### src/rtl/rggen_rtl_pkg.sv
// Shared rggen RTL types: opcodes for the bit-field initiator command channel.
package rggen_rtl_pkg;

    typedef enum logic [1:0] {
        RGGEN_INIT_READ      = 2'd0,
        RGGEN_INIT_WRITE     = 2'd1,
        RGGEN_INIT_RMW_SET   = 2'd2,
        RGGEN_INIT_RMW_CLEAR = 2'd3
    } rggen_initiator_op;

endpackage

### src/rtl/rggen_bit_field_if.sv
// Single bit-field access interface: strobes, mask and write data in; read data and live value out.
interface rggen_bit_field_if #(
    parameter int WIDTH = 32
);
    logic             read_valid;
    logic             write_valid;
    logic [WIDTH-1:0] mask;
    logic [WIDTH-1:0] write_data;
    logic [WIDTH-1:0] read_data;
    logic [WIDTH-1:0] value;

    modport master (
        output read_valid,
        output write_valid,
        output mask,
        output write_data,
        input  read_data,
        input  value
    );

    modport slave (
        input  read_valid,
        input  write_valid,
        input  mask,
        input  write_data,
        output read_data,
        output value
    );
endinterface

### src/rtl/rggen_bit_field_initiator.sv
// Command-driven initiator for one bit field: READ / WRITE / RMW_SET / RMW_CLEAR via single-cycle strobes.
// Latency accept->rsp_valid: error 1, READ/WRITE 2, RMW 3 cycles.
// Backpressure: rsp held in RESP until i_rsp_ready; RGGEN_BIT_FIELD_INITIATOR_RSP_BYPASS_EN accepts in the handshake cycle.
module rggen_bit_field_initiator
    import rggen_rtl_pkg::*;
#(
    parameter int WIDTH = 32
) (
    input  logic              i_clk,
    input  logic              i_rst_n,
    input  logic              i_cmd_valid,
    output logic              o_cmd_ready,
    input  rggen_initiator_op i_cmd_op,
    input  logic [WIDTH-1:0]  i_cmd_mask,
    input  logic [WIDTH-1:0]  i_cmd_data,
    output logic              o_rsp_valid,
    input  logic              i_rsp_ready,
    output logic [WIDTH-1:0]  o_rsp_data,
    output logic              o_rsp_error,
    rggen_bit_field_if.master bit_field_if
);

    typedef enum logic [2:0] {
        ST_IDLE,
        ST_READ,
        ST_SAMPLE,
        ST_WRITE,
        ST_RESP
    } state_e;

    state_e            state_q;
    rggen_initiator_op op_q;
    logic [WIDTH-1:0]  mask_q;
    logic [WIDTH-1:0]  data_q;
    logic [WIDTH-1:0]  rmw_q;
    logic [WIDTH-1:0]  rsp_data_q;
    logic              read_valid_q;
    logic              write_valid_q;
    logic              rsp_valid_q;
    logic              rsp_error_q;
    logic              cmd_accept;
    logic [WIDTH-1:0]  write_data;

`ifdef RGGEN_BIT_FIELD_INITIATOR_RSP_BYPASS_EN
    assign o_cmd_ready = (state_q == ST_IDLE) || ((state_q == ST_RESP) && i_rsp_ready);
`else
    assign o_cmd_ready = (state_q == ST_IDLE);
`endif

    assign cmd_accept = i_cmd_valid && o_cmd_ready;

    // Only flop outputs feed this, so write_data is glitch-free and '0 outside the strobe.
    always_comb begin
        write_data = '0;
        if (write_valid_q) begin
            case (op_q)
                RGGEN_INIT_RMW_SET:   write_data = rmw_q | data_q;
                RGGEN_INIT_RMW_CLEAR: write_data = rmw_q & ~data_q;
                default:              write_data = data_q;
            endcase
        end
    end

    always_ff @(posedge i_clk or negedge i_rst_n) begin
        if (!i_rst_n) begin
            state_q       <= ST_IDLE;
            op_q          <= RGGEN_INIT_READ;
            mask_q        <= '0;
            data_q        <= '0;
            rmw_q         <= '0;
            read_valid_q  <= 1'b0;
            write_valid_q <= 1'b0;
            rsp_valid_q   <= 1'b0;
            rsp_data_q    <= '0;
            rsp_error_q   <= 1'b0;
        end else begin
            case (state_q)
                ST_READ: begin
                    read_valid_q <= 1'b0;
                    rsp_data_q   <= bit_field_if.read_data;
                    rsp_valid_q  <= 1'b1;
                    state_q      <= ST_RESP;
                end
                // Sample the live value without a read strobe so read side effects never fire.
                ST_SAMPLE: begin
                    rmw_q         <= bit_field_if.value;
                    write_valid_q <= 1'b1;
                    state_q       <= ST_WRITE;
                end
                ST_WRITE: begin
                    write_valid_q <= 1'b0;
                    rsp_data_q    <= (op_q == RGGEN_INIT_WRITE) ? '0 : write_data;
                    rsp_valid_q   <= 1'b1;
                    state_q       <= ST_RESP;
                end
                ST_RESP: begin
                    if (i_rsp_ready) begin
                        rsp_valid_q <= 1'b0;
                        rsp_error_q <= 1'b0;
                        state_q     <= ST_IDLE;
                    end
                end
                default: ;
            endcase

            // Placed last so an accept in the RESP handshake cycle overrides the return to IDLE.
            if (cmd_accept) begin
                op_q   <= i_cmd_op;
                mask_q <= i_cmd_mask;
                data_q <= i_cmd_data;
                if (i_cmd_mask == '0) begin
                    rsp_valid_q <= 1'b1;
                    rsp_error_q <= 1'b1;
                    rsp_data_q  <= '0;
                    state_q     <= ST_RESP;
                end else begin
                    case (i_cmd_op)
                        RGGEN_INIT_READ: begin
                            read_valid_q <= 1'b1;
                            state_q      <= ST_READ;
                        end
                        RGGEN_INIT_WRITE: begin
                            write_valid_q <= 1'b1;
                            state_q       <= ST_WRITE;
                        end
                        default: state_q <= ST_SAMPLE;
                    endcase
                end
            end
        end
    end

    assign bit_field_if.read_valid  = read_valid_q;
    assign bit_field_if.write_valid = write_valid_q;
    assign bit_field_if.mask        = (read_valid_q || write_valid_q) ? mask_q : '0;
    assign bit_field_if.write_data  = write_data;

    assign o_rsp_valid = rsp_valid_q;
    assign o_rsp_data  = rsp_data_q;
    assign o_rsp_error = rsp_error_q;

endmodule
### src/flat_wrapper.sv
// flat-port wrapper written by rule: the top's interface ports become plain ports
module rggen_bit_field_initiator_flat import rggen_rtl_pkg::*;
#(
    parameter int WIDTH = 32
)
  (i_clk, i_rst_n, i_cmd_valid, o_cmd_ready, i_cmd_op, i_cmd_mask, i_cmd_data, o_rsp_valid, i_rsp_ready, o_rsp_data, o_rsp_error, bit_field_if_read_valid, bit_field_if_write_valid, bit_field_if_mask, bit_field_if_write_data, bit_field_if_read_data, bit_field_if_value);
  rggen_bit_field_if #(.WIDTH(WIDTH)) bit_field_if_i ();
  input  logic i_clk;
  input  logic i_rst_n;
  input  logic i_cmd_valid;
  output logic o_cmd_ready;
  input  rggen_initiator_op i_cmd_op;
  input  logic [WIDTH-1:0] i_cmd_mask;
  input  logic [WIDTH-1:0] i_cmd_data;
  output logic o_rsp_valid;
  input  logic i_rsp_ready;
  output logic [WIDTH-1:0] o_rsp_data;
  output logic o_rsp_error;
  output wire logic [$bits(bit_field_if_i.read_valid)-1:0] bit_field_if_read_valid;
  output wire logic [$bits(bit_field_if_i.write_valid)-1:0] bit_field_if_write_valid;
  output wire logic [$bits(bit_field_if_i.mask)-1:0] bit_field_if_mask;
  output wire logic [$bits(bit_field_if_i.write_data)-1:0] bit_field_if_write_data;
  input wire logic [$bits(bit_field_if_i.read_data)-1:0] bit_field_if_read_data;
  input wire logic [$bits(bit_field_if_i.value)-1:0] bit_field_if_value;
  assign bit_field_if_read_valid = bit_field_if_i.read_valid;
  assign bit_field_if_write_valid = bit_field_if_i.write_valid;
  assign bit_field_if_mask = bit_field_if_i.mask;
  assign bit_field_if_write_data = bit_field_if_i.write_data;
  assign bit_field_if_i.read_data = bit_field_if_read_data;
  assign bit_field_if_i.value = bit_field_if_value;
  rggen_bit_field_initiator #(.WIDTH(WIDTH)) u_core (.i_clk(i_clk), .i_rst_n(i_rst_n), .i_cmd_valid(i_cmd_valid), .o_cmd_ready(o_cmd_ready), .i_cmd_op(i_cmd_op), .i_cmd_mask(i_cmd_mask), .i_cmd_data(i_cmd_data), .o_rsp_valid(o_rsp_valid), .i_rsp_ready(i_rsp_ready), .o_rsp_data(o_rsp_data), .o_rsp_error(o_rsp_error), .bit_field_if(bit_field_if_i));
endmodule
### config.mk
export PLATFORM = sky130hd
export DESIGN_NAME = rggen_bit_field_initiator_flat
export DESIGN_NICKNAME = d
export VERILOG_FILES = /design/src/rtl/rggen_rtl_pkg.sv /design/src/rtl/rggen_bit_field_if.sv /design/src/rtl/rggen_bit_field_initiator.sv /design/src/flat_wrapper.sv
export SDC_FILE = /design/constraint.sdc
export NUM_CORES = 1
export LEC_CHECK = 0
export ABC_AREA = 1
export CAP_MARGIN = 15
export CELL_PAD_IN_SITES_DETAIL_PLACEMENT = 1
export CELL_PAD_IN_SITES_GLOBAL_PLACEMENT = 1
export CORE_MARGIN = 2
export CORE_UTILIZATION = 30
export DETAILED_ROUTE_END_ITERATION = 12
export GPL_TIMING_DRIVEN = 0
export PLACE_DENSITY_LB_ADDON = 0.1
export SYNTH_ARGS = -nofsm -noshare
export SYNTH_HDL_FRONTEND = slang
export SYNTH_SLANG_ARGS = --single-unit
### constraint.sdc
create_clock -name i_clk -period 1.9 [get_ports i_clk]
set_input_delay 0.19 -clock i_clk [delete_from_list [all_inputs] [get_ports i_clk]]
set_output_delay 0.19 -clock i_clk [all_outputs]
set_load 0.005 [all_outputs]
==> run metrics, run 1 <==
Syn Inst Count 831; Hold Path Class in -> async; initial DRC count approximately 150; #FFs+latches synth 137; setup TNS 0 ns; fmax 527 MHz; Residual DRC 0; global-route wire length before repair about 38000 um; Die Span Y ~150 um; Worst Tran Pin Value 0.700 ns; # clock sinks 137; clk_skew 0.00910 ns; die width around 150 um; status complete, no violations; final hold violation count 0; io pins 235; pwr dens approximately 1300 nW/um^2; Final ANT Viol Nets 0; vias per cell about 4.5; WP data arrival approximately 1.7 ns; Critical Path RT 1.71 ns; period utilization roughly 100%; clock insertion delay at the later pin of the skew report around 0.43 ns; routed length per instance 16.8 um; vias 6522; final worst setup slack 0.00333 ns; die area 23500 sq um; clk slew on worst S/H paths approximately 0.060 ns; area grow syn2layout 58.0%; grt ovf 0; initial antenna violation count 1; row count between 50 and 60; initial core utilization between 30% and 40%; H-tree Lvls 4; final setup fails 0; Port Buffers 234; CTS buffer count 17; syn avg cell area 8.03 sq um; clock tree buffer depth 2; final slew viol count 0; Layout Nets 1277; Final Hold Slack 0.337 ns; layout cells sized above 1 19.7%; top cell type by total area after synthesis dfrtp_1; static leakage 5.29 nW; Worst slew margin 53.3%; Max-Cap Viols 0; crit start category register; ant diodes 0; crit-path max FO 6; Peak VDD IR about 0.00052 V; CTS tree built; synth top area cells dfrtp_1 51%, nand2_1 12%, inv_1 7.1%; Synth top area share 51.4%; syn nets 965; post-synth cell types 21; min Tclk post-route 1.90 ns; RSZ-0062 raised after global routing true; drt pass-1 iters 4; Mapped Area 6670 sq um; synth warn 0; vias in the first global route 7068; largest net degree at the start of global routing 70; Place WS -0.316 ns; DP Wirelength 17300 um; WL final 24200 um; Crit Path Category reg -> out; Root Buffer Master clkbuf_16; Total GRT Usage 20.8%; CP endpoint kind output pin; core area approximately 22000 sq um; routability cong. 0.791; register area share after synthesis 51.4%
[kinds of logic (layout without fill, tap and decap cells)]
kind of cell | count (synthesis) | count (layout) | synth area share [%]
simple gates | 343 | 343 | 20.7
compound gates | 143 | 143 | 11.8
buf+inv | 176 | 501 | 10.7
flops | 137 | 137 | 51.4
mux | 32 | 32 | 5.40
[critical path, stage by stage, from the launching register on]
cell      delay (ns)
dfrtp_1         0.37
buf_6           0.14
buf_6           0.13
buf_8           0.13
buf_6           0.11
nand2_2         0.05
nand2_1         0.04
o211ai_1        0.07
inv_1           0.10
buf_6           0.13
[where the power goes]
group / internal, mW / leakage [nW] / total (mW) / switching [mW]
registers: 4.12 / 1.65 / 4.66 / 0.539
clock network: 2.00 / 0.284 / 3.40 / 1.40
logic: 3.09 / 3.35 / 5.94 / 2.85
[metrics by stage]
stage | total power [mW] | area [sq um] | util (%) | cells
3_3_place_gp | 9.79 | 9370 | 42.9 | 1345
2_1_floorplan | 7.08 | 6670 | - | 831
4_1_cts | 13.7 | 10400 | 47.5 | 1416
5_1_grt | 15.0 | 10500 | 48.3 | 1436
3_5_place_dp | 9.89 | 9400 | 43.1 | 1346
6_report | 14.0 | 10500 | 48.3 | 1436
[layout make-up]
cell class	instances	area (sq um)
sequential	137	3430
timing repair buffer	293	2710
multi-input combinational	518	2610
buffer	45	340
inverter	131	492
clock buffer	18	439
fill	2617	11300
tap	280	350
clock inverter	14	165
[what timing repair did]
action,in CTS,in global routing
setup endpoints to repair,65,65
endpoints found under the hold margin,68,0
resized for setup,183,74
hold buffers,1,0
buffers inserted,37,23
pin swaps,2,20
cloned,0,2
[cell usage after synthesis (all sizes together)]
library cell and instances:
nand2 223, dfrtp 137, inv 131, nor2 84, o21ai 72, a21oi 41
nand3 35, mux2 32, buf 31, o211ai 28, clkbuf 14, a31oi 1
nand4 1, o21bai 1
[sequential cells by signal, indices dropped and copies added, names as in the netlist]
register	count
u_core.data_q	32
u_core.mask_q	32
u_core.o_rsp_data	32
u_core.rmw_q	32
u_core.state_q	3
u_core.op_q	2
u_core.bit_field_if.read_valid	1
u_core.bit_field_if.write_valid	1
u_core.o_rsp_error	1
u_core.o_rsp_valid	1
[placed cells by master, fill, tap and decap left out, types with 32 or more instances in the layout]
cell / instances
a21oi_1: 34
nand2_1: 212
nand3_1: 35
dfrtp_1: 135
inv_1: 127
nor2_1: 77
clkdlybuf4s50_1: 168
mux2_2: 32
o21ai_0: 71
buf_4: 42
[path summary, 6_finish.rpt]
check                                      from                               to  slack (ns)  depth (start not counted)
worst max-delay path             u_core.op_q[1]      bit_field_if_write_data[21]       0.003                          9
min in group i_clk               i_cmd_data[10]                u_core.data_q[10]        0.34                          3
worst min register to register  u_core.rmw_q[4]                  u_core.rmw_q[4]        0.51                          1
worst max register to register   u_core.op_q[1]             u_core.o_rsp_data[0]        0.08                         12
max in group asynchronous               i_rst_n  u_core.bit_field_if.write_valid        0.76                          3
worst min-delay path                    i_rst_n                 u_core.rmw_q[11]        0.34                          2
[routing by layer]
layer	GRT usage (%)	vias up	part of all wire [%]
li1	-	3214	-
met1	26.2	3103	43
met2	34.2	171	49
met3	6.07	32	5.9
met4	6.88	2	2.2
met5	0	-	0.046
Note: power is estimated with default switching activity, not from simulation.
==> run 2, diff against run 1 <==
- CAP_MARGIN: 15 -> default
- DONT_BUFFER_PORTS: default -> 1
- TNS_END_PERCENT: default -> 5
==> run metrics, run 2 (synthesized netlist as in run 1, its figures left out) <==
Post-Place Cells 1111 (-17%); die area 23500 sq um (unchanged); Residual DRC 0 (unchanged); Port Buffers 0 (-100%); clock insertion delay at the later pin of the skew report 0.42 ns (about the same); DP Wirelength 16600 um (-4.4%); initial DRC count 243 (+59%); # clock sinks 137 (unchanged); pwr dens 1350 nW/um^2 (+2.0%); Root Buffer Master clkbuf_16; H-tree Lvls 4 (unchanged); Reg2Reg Setup Slack 0.06 ns (-0.02 ns); Worst slew margin 55.9% (+2.6 points); final hold violation count 137 (+137); Crit Path Category reg -> reg; CTS buffer count 17 (unchanged); Max-Cap Viols 0 (unchanged); total power 11.7 mW (-16%); Max stage delay on crit path 0.54 ns (+0.17 ns); CP max-delay cell clkbuf_1; clk slew on worst S/H paths 0.06 ns (about the same); grt ovf 0 (unchanged); Top Usage Layer GRT met2; commonest non-fill, non-tap cell in the layout nand2_1; design area 8660 sq um (-18%); initial core utilization 30.6% (unchanged); hold buffer count at cts 99 (+98); global-route wire length before repair 36900 um (-3.3%); met3 global-route usage 6.46% (+0.40 points); Reg2Reg Capture Point u_core.data_q[30]; Worst Tran Pin Value 0.662 ns (-0.0385 ns); period utilization 97.0% (-2.8 points); row count 54 (unchanged); commonest non-fill, non-tap cells in the layout 219 x nand2_1, 136 x dfrtp_1, 127 x inv_1; crit start category register; Die Span Y 153 um (unchanged); buffers plus inverters on the worst setup path 1 (-5); static leakage 4.34 nW (-18%); Hold Path Class in -> async; WP data arrival 2.17 ns (+0.46 ns); Total GRT Usage 20.1% (-0.67 points); Placed Area 7020 sq um (-25%); drt pass-1 iters 4 (unchanged); vias per cell 4.81 (+6.0%); violated checks hold timing; fmax 542 MHz (+2.9%); Final ANT Viol Nets 0 (unchanged); RSZ-0062 raised after global routing true; routability cong. 0.797 (+0.73%); clock tree buffer depth 2 (unchanged); routed length per instance 18.5 um (+9.7%); final setup fails 0 (unchanged); WL final 23000 um (-4.9%); final slew viol count 0 (unchanged); min Tclk post-route 1.84 ns (-0.0532 ns); GR Layer Usage met1 25.1% (-1.1 points); setup TNS 0 ns (unchanged); core area 21800 sq um (unchanged); Layout Nets 1083 (-15%); vias 5988 (-8.2%); r2r startpoint u_core.state_q[1]; vias in the first global route 6647 (-6.0%); CP delay by family, top simple AND/OR/NAND/NOR gates; CP endpoint kind register; Peak VDD IR 0.000453 V (-12%); largest net degree at the start of global routing 138 (+97%); worst reg2reg path depth 6 (-6); met2 usage 32.9% (-1.3 points); Final Hold Slack -0.537 ns (-0.874 ns); CTS tree built; layout cells sized above 1 12.1% (-7.7 points); initial antenna violation count 2 (+1); crit-path max FO 10 (+4); io pins 235 (unchanged); clk_skew 0.00829 ns (-0.000809 ns); status finished with violations; die width 153 um (unchanged); worst-path cell chain nor2_2, nand2_2, nor2_8, clkbuf_1, nand2_1, o21ai_0; area grow syn2layout 29.7%; Critical Path RT 2.23 ns (+0.52 ns); Cell Count, Final, Fillers Out 1244 (-13%)
-- run 2: layer usage --
layer  wire, um  part of all wire [%]  vias to the layer above
li1           -                     -                     2828
met1       9960                    43                     2927
met2      10900                    47                      194
met3       1620                   7.0                       39
met4        503                   2.2                        0
met5          0                     0                        -
-- run 2: worst register-to-register path, cell delays in order, from the launching register on --
cell      delay (ns)
dfrtp_1         0.45
nor2_2          0.21
nand2_2         0.12
nor2_8          0.20
clkbuf_1        0.54
nand2_1         0.11
o21ai_0         0.12
-- run 2: through the flow --
stage / util (%) / worst slack [ns]
after floorplan: - / 0.558
final: 39.7 / 0.0565
after global routing: 39.7 / -0.0524
after CTS: 39.6 / 0.0126
after detailed placement: 32.2 / 0.0336
after global placement: 32.2 / 0.0289
-- run 2: timing repair --
item / in CTS / in global routing
setup buffers: 0 / 0
hold endpoints to repair: 239 / 137
gates resized for setup: 12 / 8
endpoints found under the setup margin: 51 / 29
-- run 2: worst max-delay path by stage --
stage	startpoint	to	slack (ns)	cells after the start
floorplan	u_core.state_q[1]	u_core.o_rsp_data[10]	0.56	7
global placement	u_core.bit_field_if.write_valid	bit_field_if_mask[1]	0.03	4
detailed placement	u_core.bit_field_if.write_valid	bit_field_if_mask[1]	0.03	4
CTS	u_core.op_q[1]	bit_field_if_write_data[0]	0.01	5
global route	u_core.state_q[1]	u_core.data_q[29]	-0.05	6
finish	u_core.state_q[1]	u_core.data_q[30]	0.06	6
-- run 2: power by group --
| group | leakage [nW] | internal [mW] | switching (mW) |
|---|---|---|---|
| combinational | 2.40 | 1.36 | 2.22 |
| sequential | 1.65 | 4.12 | 0.638 |
| clock | 0.278 | 2.01 | 1.37 |
-- run 2: final cells by class --
| cell class | count | area (sq um) |
|---|---|---|
| Timing Repair Buffer | 99 | 991 |
| Buffer | 45 | 251 |
| Antenna cell | 2 | 5.00 |
| Inverter | 131 | 492 |
| Clock buffer | 19 | 453 |
| Tap cell | 280 | 350 |
| Sequential cell | 137 | 3430 |
| Clock inverter | 13 | 143 |
| Fill cell | 2585 | 13200 |
| Multi-Input combinational cell | 518 | 2540 |
